===== src/rtl/div_ctrl.sv =====
// div_ctrl: sequencer for the iterative radix-2 restoring divider behind DIV/DIVU in EX.
// Operands are captured from E. The divider runs WIDTH shift/subtract steps, applies the
// sign fix-up, and holds the result while the rest of the pipeline catches up.
// Optional feature: define DIV_EARLY_EXIT_EN to bypass the iteration loop when the
// divisor is zero or when |dividend| < |divisor|.
`timescale 1ns/1ps

module div_ctrl #(
    parameter int WIDTH = 32,
    parameter int CNT_W = 5
) (
    input  logic             clk,
    input  logic             rst,
    input  logic             div_startE,
    input  logic             div_signedE,
    input  logic [WIDTH-1:0] srcaE,
    input  logic [WIDTH-1:0] srcbE,
    input  logic             flushE,
    input  logic             pipe_stall,
    output logic             div_stall,
    output logic             div_valid,
    output logic [WIDTH-1:0] div_hi,
    output logic [WIDTH-1:0] div_lo
);

    typedef enum logic [2:0] {
        IDLE = 3'd0,
        PREP = 3'd1,
        BUSY = 3'd2,
        FIX  = 3'd3,
        DONE = 3'd4
    } state_t;

    state_t           state_q, state_d;
    logic [WIDTH-1:0] a_q, a_d;
    logic [WIDTH-1:0] b_q, b_d;
    logic             signed_q, signed_d;
    logic [WIDTH-1:0] bmag_q, bmag_d;
    logic [WIDTH-1:0] q_q, q_d;
    logic [WIDTH-1:0] r_q, r_d;
    logic             qneg_q, qneg_d;
    logic             rneg_q, rneg_d;
    logic [CNT_W-1:0] cnt_q, cnt_d;
    logic [WIDTH-1:0] hi_q, hi_d;
    logic [WIDTH-1:0] lo_q, lo_d;

    logic             aNeg, bNeg;
    logic [WIDTH-1:0] aMag, bMag;
    logic [WIDTH:0]   shifted;
    logic             geq;
    logic [WIDTH-1:0] rSub;

    // Next-state logic: sequencing, one divide step per BUSY cycle, and the sign fix-up
    always_comb begin
        state_d  = state_q;
        a_d      = a_q;
        b_d      = b_q;
        signed_d = signed_q;
        bmag_d   = bmag_q;
        q_d      = q_q;
        r_d      = r_q;
        qneg_d   = qneg_q;
        rneg_d   = rneg_q;
        cnt_d    = cnt_q;
        hi_d     = hi_q;
        lo_d     = lo_q;

        aNeg    = signed_q & a_q[WIDTH-1];
        bNeg    = signed_q & b_q[WIDTH-1];
        aMag    = aNeg ? (~a_q + 1'b1) : a_q;
        bMag    = bNeg ? (~b_q + 1'b1) : b_q;
        // The partial remainder is always below the divisor magnitude, so it fits in
        // WIDTH bits. After the shift it needs one extra bit.
        shifted = {r_q, q_q[WIDTH-1]};
        geq     = (shifted >= {1'b0, bmag_q});
        rSub    = shifted[WIDTH-1:0] - bmag_q;

        case (state_q)
            IDLE: begin
                if (div_startE && !flushE) begin
                    a_d      = srcaE;
                    b_d      = srcbE;
                    signed_d = div_signedE;
                    state_d  = PREP;
                end
            end
            PREP: begin
                q_d     = aMag;
                bmag_d  = bMag;
                r_d     = '0;
                qneg_d  = aNeg ^ bNeg;
                rneg_d  = aNeg;
                cnt_d   = '0;
                state_d = BUSY;
`ifdef DIV_EARLY_EXIT_EN
                if ((b_q == '0) || (aMag < bMag)) begin
                    q_d     = '0;
                    r_d     = aMag;
                    state_d = FIX;
                end
`endif
            end
            BUSY: begin
                r_d   = geq ? rSub : shifted[WIDTH-1:0];
                q_d   = {q_q[WIDTH-2:0], geq};
                cnt_d = cnt_q + CNT_W'(1);
                if (cnt_q == CNT_W'(WIDTH - 1)) begin
                    state_d = FIX;
                end
            end
            FIX: begin
                if (b_q == '0) begin
                    lo_d = '1;
                    hi_d = a_q;
                end else begin
                    lo_d = qneg_q ? (~q_q + 1'b1) : q_q;
                    hi_d = rneg_q ? (~r_q + 1'b1) : r_q;
                end
                state_d = DONE;
            end
            DONE: begin
                if (!pipe_stall) begin
                    state_d = IDLE;
                end
            end
            default: begin
                state_d = IDLE;
            end
        endcase

        // A flush cancels everything in flight but leaves the last published result alone
        if (flushE) begin
            state_d = IDLE;
            hi_d    = hi_q;
            lo_d    = lo_q;
        end
    end

    // State and datapath registers with synchronous reset
    always_ff @(posedge clk) begin
        if (rst) begin
            state_q  <= IDLE;
            a_q      <= '0;
            b_q      <= '0;
            signed_q <= 1'b0;
            bmag_q   <= '0;
            q_q      <= '0;
            r_q      <= '0;
            qneg_q   <= 1'b0;
            rneg_q   <= 1'b0;
            cnt_q    <= '0;
            hi_q     <= '0;
            lo_q     <= '0;
        end else begin
            state_q  <= state_d;
            a_q      <= a_d;
            b_q      <= b_d;
            signed_q <= signed_d;
            bmag_q   <= bmag_d;
            q_q      <= q_d;
            r_q      <= r_d;
            qneg_q   <= qneg_d;
            rneg_q   <= rneg_d;
            cnt_q    <= cnt_d;
            hi_q     <= hi_d;
            lo_q     <= lo_d;
        end
    end

    // Stall the pipeline from the cycle the start is seen until the result is fixed up
    always_comb begin
        div_stall = !flushE && (((state_q == IDLE) && div_startE) ||
                                (state_q == PREP) || (state_q == BUSY) || (state_q == FIX));
        div_valid = !flushE && (state_q == DONE);
    end

    assign div_hi = hi_q;
    assign div_lo = lo_q;

endmodule


===== config.mk =====
export PLATFORM = sky130hd
export DESIGN_NAME = div_ctrl
export DESIGN_NICKNAME = d
export VERILOG_FILES = /design/src/rtl/div_ctrl.sv
export SDC_FILE = /design/constraint.sdc
export NUM_CORES = 1
export LEC_CHECK = 0
export BUFFER_PORTS_ARGS = -buffer_cell sky130_fd_sc_hd__buf_2
export CELL_PAD_IN_SITES_DETAIL_PLACEMENT = 0
export CELL_PAD_IN_SITES_GLOBAL_PLACEMENT = 1
export CORE_MARGIN = 3
export CORE_UTILIZATION = 27
export CTS_BUF_LIST = sky130_fd_sc_hd__clkbuf_16
export DETAILED_ROUTE_END_ITERATION = 10
export GPL_TIMING_DRIVEN = 0
export PLACE_DENSITY_LB_ADDON = 0.25
export SETUP_SLACK_MARGIN = 0.3
export SLEW_MARGIN = 40
export SYNTH_ARGS = -nofsm -noshare
export SYNTH_HDL_FRONTEND = slang
export SYNTH_SLANG_ARGS = --single-unit

===== constraint.sdc =====
create_clock -name clk -period 2.8 [get_ports clk]
set_input_delay 0.28 -clock clk [delete_from_list [all_inputs] [get_ports clk]]
set_output_delay 0.28 -clock clk [all_outputs]
set_load 0.03 [all_outputs]

==> results of run 1 <==
[stage by stage]
step,setup WS [ns],hold WS (ns),TNS [ns],util [%],area (um^2)
floorplan,-0.197,0.357,-8.96,-,13200
global placement,-0.843,0.442,-41.73,30.7,14700
detailed placement,-0.851,0.447,-43.90,30.7,14700
CTS,-0.383,0.00805,-20.75,37.1,17800
global route,-0.493,0.00295,-27.40,38.3,18300
finish,-0.424,0.0218,-20.71,38.3,18300
[worst max-delay path, delay by kind of cell (launching register included)]
family	cells	cell delay, ns
AO/OA/AOI/OAI	2	0.30
flip-flops	1	0.34
buffers and inverters	2	0.38
AND/OR/NAND/NOR	6	2.14
[power breakdown]
group | internal (uW) | switching [uW]
Sequential | 3420 | 112
Combinational | 1110 | 1280
Clock | 2350 | 1550
Total | 6880 | 2940
[kinds of logic (layout without fill, tap and decap cells)]
logic type,Yosys count,in the layout
AND/OR/NAND/NOR,594,594
AO/OA/AOI/OAI,508,508
flip-flops,235,235
buffers and inverters,172,486
XOR/XNOR,142,142
adder cells (fa/ha/maj),39,39
multiplexers,16,16
[flip-flops by register name, summed over array words and instances (netlist names)]
name / flops
div_lo: 32
rneg_q: 1
signed_q: 1
div_hi: 32
bmag_q: 32
a_q: 32
cnt_q: 5
q_q: 32
qneg_q: 1
state_q: 3
r_q: 32
b_q: 32
[cell type report]
class	count	area, um^2	area share, %
tap	615	769	4.20
inverter	51	194	1.06
timing repair buffer	261	1960	10.7
clock inverter	22	204	1.11
clock buffer	31	776	4.23
multi-input combinational	1299	8980	49.0
buffer	121	672	3.67
sequential	235	4770	26.0
[how the worst max path moves through the flow]
stage,endpoint,slack [ns],depth (start not counted)
4_1_cts,div_hi[1]$_SDFFE_PP0P_,-0.38,10
3_5_place_dp,div_hi[18]$_SDFFE_PP0P_,-0.85,9
6_report,div_hi[2]$_SDFFE_PP0P_,-0.42,10
3_3_place_gp,div_hi[8]$_SDFFE_PP0P_,-0.84,10
5_1_grt,div_hi[1]$_SDFFE_PP0P_,-0.49,10
2_1_floorplan,div_lo[19]$_SDFFE_PP0P_,-0.20,9
[cell usage after synthesis (16+ instances only)]
| master | number |
|---|---|
| o21ai_0 | 84 |
| nor2_1 | 158 |
| o211ai_1 | 20 |
| nand2_1 | 293 |
| a211oi_1 | 41 |
| or3_1 | 16 |
| a311oi_1 | 29 |
| clkbuf_1 | 107 |
| ha_1 | 38 |
| inv_1 | 51 |
| a22oi_1 | 32 |
| nand3_1 | 17 |
| xor2_1 | 82 |
| nor3_1 | 28 |
| a21o_1 | 18 |
| o31ai_1 | 25 |
| a21oi_1 | 179 |
| mux2i_1 | 16 |
| xnor2_1 | 60 |
| dfxtp_1 | 235 |
[routing by layer]
| metal | part of all wire (%) | GRT usage [%] |
|---|---|---|
| met1 | 46 | 25.8 |
| met2 | 48 | 34.0 |
| met3 | 3.1 | 2.14 |
| met4 | 3.7 | 6.93 |
| met5 | 0 | 0 |
[repair_timing]
action	CTS	global route
hold buffers	65	0
setup buffers	37	20
cloned	5	0
resized for setup	274	115
pin swaps	96	49
endpoints found under the setup margin	144	154
hold endpoints to repair	67	0
==> reports/qor.csv, run 1 <==
metric;value;unit
nFillCells;4979;
relSlewSlack;43.4;%
grt_overflow;0;
ir_drop;433;uV
synth.net_count;1815;
synth_compound_area_share;24.6;%
ys.flop_type;dfxtp_1;
r2r_setup_slack;-0.42;ns
synth_fa_ha_area_share;3.78;%
status;complete, but fails checks;
whs_endpoint;a_q[31]$_SDFFE_PP0P_;
drv_slew;0;
synth_edf_count;0;
die_h;226;um
hold_start;srcaE[31];
min_period;3.22;ns
crit_fanout;10;
synth.largest_area_cell;dfxtp_1;
final_cell_mix;nand2_1 (271), dfxtp_1 (199), a21oi_1 (157);
synth_area_leaders;dfxtp_1 (36%), nand2_1 (8.4%), a21oi_1 (6.8%);
nNetsFinal;2108;
clock_skew;0.0173;ns
cts_sinks;235;
timing.rr.end;div_hi[2]$_SDFFE_PP0P_;
dr.pass1.iters;5;
async_flop_share;0;%
num_vias;13500;
root_buffer;clkbuf_16;
tightest_slew;0.849;ns
critical-path-slowest-cell;or4_4;
die_x;226;um
cp_common_cell;or4_4;
n_antenna_cell;0;
synth_xor_area_share;9.50;%
synth.ff_latch_count;235;
drt-total-wl;52.0;mm
cap_violations;0;
rr_startpoint;b_q[17]$_SDFFE_PP0P_;
clk_latency;0.57;ns
criticalPathCategory;flop to flop;
ant_nets;0;
worstHoldPathCells;3;
p_leak;0.00701;uW
finalHoldViolCount;0;
synth_area;13100;um^2
drive_above_1_share;25.3;%
grt_pass1_wl;78.5;mm
cts_max_level;1;
pin_count;136;
place.gp.congestion;0.863;
hold_path.class;primary input to flop;
crit_path_start;b_q[17]$_SDFFE_PP0P_;
core_area;47800;um^2
cts_tree;built;
finalCritPeriodShare;115;%
grt_pass1_vias;13300;
yosysWarnings;0;
drcViolationCount;0;
areaGrowthSynthToFinish;39.9;%
fin_cells;2635;
wl_per_cell;19.7;um
max_stage_delay;0.53;ns
start_kind;flop;
muxShareOfSynthArea;1.22;%
cp_cell_sequence;or4_4, or3_4, or4_4, or2_4, or4_4, buf_12, clkbuf_4, nand3_1, o211ai_1, a21oi_1;
fmax;310;MHz
avgSynthCellArea;7.68;um^2
violations;setup timing;
drt_iter0_drc;732;
dieArea;51200;um^2
crit_required;3.29;ns
cts.path.max_buffers;3;
rsz0062_at_grt;yes;
fin_ws;-0.424;ns
grt_usage;19.8;%
power_density;536;nW/um^2
ff2ff_path_depth;10;
grt_max_degree;15;
setup_viol;68;
synthSimpleGateAreaFrac;19.8;%
dpl.hpwl;39.1;mm
via_per_inst;5.11;
clk_pin_slew;0.06;ns
total_power;9820;uW
synth_top_area_share;35.9;%
synth_top_family_by_area;compound AO/OA/AOI/OAI gates;
final_common_cell;nand2_1;
synth_cell_types;61;
cts_buffers;30;
cp_data_arrival_time;3.72;ns
start_util;27.4;%
antenna_found_initial;0;
crit_path_end_kind;flop;
netlist_instances;1706;
io_buffer_count;134;
yosysSeqAreaShare;35.9;%
place_inst;2455;
rows;80;
Note: power is estimated with default switching activity, not from simulation.
==> run 2: changes to the inputs <==
--- a/config.mk
+++ b/config.mk
@@ -15,6 +15,7 @@
 export GPL_TIMING_DRIVEN = 0
 export PLACE_DENSITY_LB_ADDON = 0.25
 export SETUP_SLACK_MARGIN = 0.3
+export SKIP_LAST_GASP = 1
 export SLEW_MARGIN = 40
 export SYNTH_ARGS = -nofsm -noshare
 export SYNTH_HDL_FRONTEND = slang
==> reports/qor.csv, run 2 (same netlist as run 1, synthesis figures left out) <==
metric;value;unit;change
status;complete, but fails checks;;
violations;setup timing;;
cap_violations;0;;unchanged
criticalPathCategory;flop to flop;;
via_per_inst;5.11;;about the same
io_buffer_count;134;;unchanged
setup_viol;74;;+8.8%
final_cell_mix;nand2_1 (272), dfxtp_1 (201), a21oi_1 (158);;
ir_drop;431;uV;-0.28%
die_h;226;um;unchanged
pin_count;136;;unchanged
drt_iter0_drc;697;;-4.8%
cts_tree;built;;
cp_common_cell;or4_4;;
crit_fanout;10;;unchanged
start_kind;flop;;
clock_skew;0.0193;ns;+0.00204 ns
crit_path_end_kind;flop;;
rr_startpoint;b_q[17]$_SDFFE_PP0P_;;
cp_cell_sequence;or4_4, or3_4, or4_4, or2_4, or4_4, buf_12, clkbuf_4, nand3_1, o211ai_1, a21oi_1;;
power_density;536;nW/um^2;+0.14%
finalHoldViolCount;0;;unchanged
grt_max_degree;15;;unchanged
cts.path.max_buffers;3;;unchanged
drv_slew;0;;unchanged
ant_nets;0;;unchanged
core_area;47800;um^2;unchanged
cts_max_level;1;;unchanged
cts_sinks;235;;unchanged
drt-total-wl;52.1;mm;+0.22%
r2r_setup_slack;-0.40;ns;+0.03 ns
detailedPlace.worstSlack;-0.851;ns;unchanged
tightest_slew;0.846;ns;-0.00392 ns
clk_pin_slew;0.06;ns;about the same
max_stage_delay;0.53;ns;about the same
drive_above_1_share;25.1;%;-0.24 points
num_vias;13500;;-0.059%
hold_start;srcaE[31];;
hold_path.class;primary input to flop;;
drcViolationCount;0;;unchanged
areaGrowthSynthToFinish;39.8;%;
clk_latency;0.57;ns;about the same
start_util;27.4;%;unchanged
grt_pass1_vias;13300;;+0.083%
whs_endpoint;a_q[31]$_SDFFE_PP0P_;;
nNetsFinal;2107;;-0.047%
root_buffer;clkbuf_16;;
cts_buffers;30;;unchanged
worstHoldPathCells;3;;unchanged
grt_usage;19.8;%;about the same
rows;80;;unchanged
tns;-20.66;ns;+0.0580 ns
dr.pass1.iters;5;;unchanged
grt_overflow;0;;unchanged
place.gp.congestion;0.863;;unchanged
rsz0062_at_grt;yes;;
finalCritPeriodShare;114;%;-0.90 points
ff2ff_path_depth;10;;unchanged
final_common_cell;nand2_1;;
critical-path-slowest-cell;or4_4;;
fmax;313;MHz;+0.79%
cp_data_arrival_time;3.70;ns;-0.02 ns
p_leak;0.00701;uW;about the same
crit_required;3.30;ns;about the same
grt_pass1_wl;78.6;mm;about the same
timing.rr.end;div_hi[2]$_SDFFE_PP0P_;;
min_period;3.20;ns;-0.0253 ns
wl_per_cell;19.8;um;+0.22%
crit_path_start;b_q[17]$_SDFFE_PP0P_;;
dpl.hpwl;39.1;mm;unchanged
relSlewSlack;43.6;%;+0.26 points
dieArea;51200;um^2;unchanged
fin_ws;-0.398;ns;+0.0253 ns
die_x;226;um;unchanged
antenna_found_initial;0;;unchanged
[run 2: repair_timing]
item | 4_1_cts | 5_1_grt
endpoints found under the hold margin | 67 | 0
hold buffers | 65 | 0
resized for setup | 264 | 118
pin swaps | 91 | 51
setup endpoints to repair | 144 | 154
buffers inserted | 37 | 19
gates cloned | 5 | 0
[run 2: area by class of cell]
class                           count  area [um^2]
Inverter                           51          194
Fill cell                        4988        29500
Sequential cell                   235         4760
Multi-Input combinational cell   1299         8970
Antenna cell                        1         2.50
Clock inverter                     22          204
Clock buffer                       31          776
Buffer                            121          676
Tap cell                          615          769
Timing Repair Buffer              260         1950
[run 2: how the worst max path moves through the flow]
stage / to / slack (ns)
6_report: div_hi[2]$_SDFFE_PP0P_ / -0.40
5_1_grt: div_hi[1]$_SDFFE_PP0P_ / -0.49
4_1_cts: div_hi[1]$_SDFFE_PP0P_ / -0.38
3_5_place_dp: div_hi[18]$_SDFFE_PP0P_ / -0.85
3_3_place_gp: div_hi[8]$_SDFFE_PP0P_ / -0.84
2_1_floorplan: div_lo[19]$_SDFFE_PP0P_ / -0.20
[run 2: critical path: cells and delay by family (launching register included)]
kind / cells / cell delay, ns
AND/OR/NAND/NOR: 6 / 2.14
buffers and inverters: 2 / 0.37
flip-flops: 1 / 0.34
AO/OA/AOI/OAI: 2 / 0.29
[run 2: routing by layer]
| metal | vias up | global-route usage [%] | routed length [um] |
|---|---|---|---|
| li1 | 6633 | - | - |
| met1 | 6511 | 25.8 | 23700 |
| met2 | 255 | 34.0 | 24900 |
| met3 | 71 | 2.14 | 1670 |
| met4 | 0 | 6.93 | 1890 |
| met5 | - | 0 | 0 |
[run 2: stage by stage]
step                power (uW)  util, %  cells  area [um^2]  hold WS, ns
finish                    9820     38.3   2635        18300       0.0169
floorplan                 4620        -   1706        13200        0.357
detailed placement        5100     30.7   2455        14700        0.447
CTS                       9680     37.1   2615        17700      0.00805
global placement          5090     30.7   2455        14700        0.442
global route             10200     38.3   2634        18300      0.00295
[run 2: where the power goes]
part | leakage (uW) | switching [uW] | internal [uW]
Clock | 0.000488 | 1560 | 2350
Sequential | 0.00192 | 112 | 3420
Combinational | 0.00460 | 1270 | 1110
Total | 0.00701 | 2940 | 6880
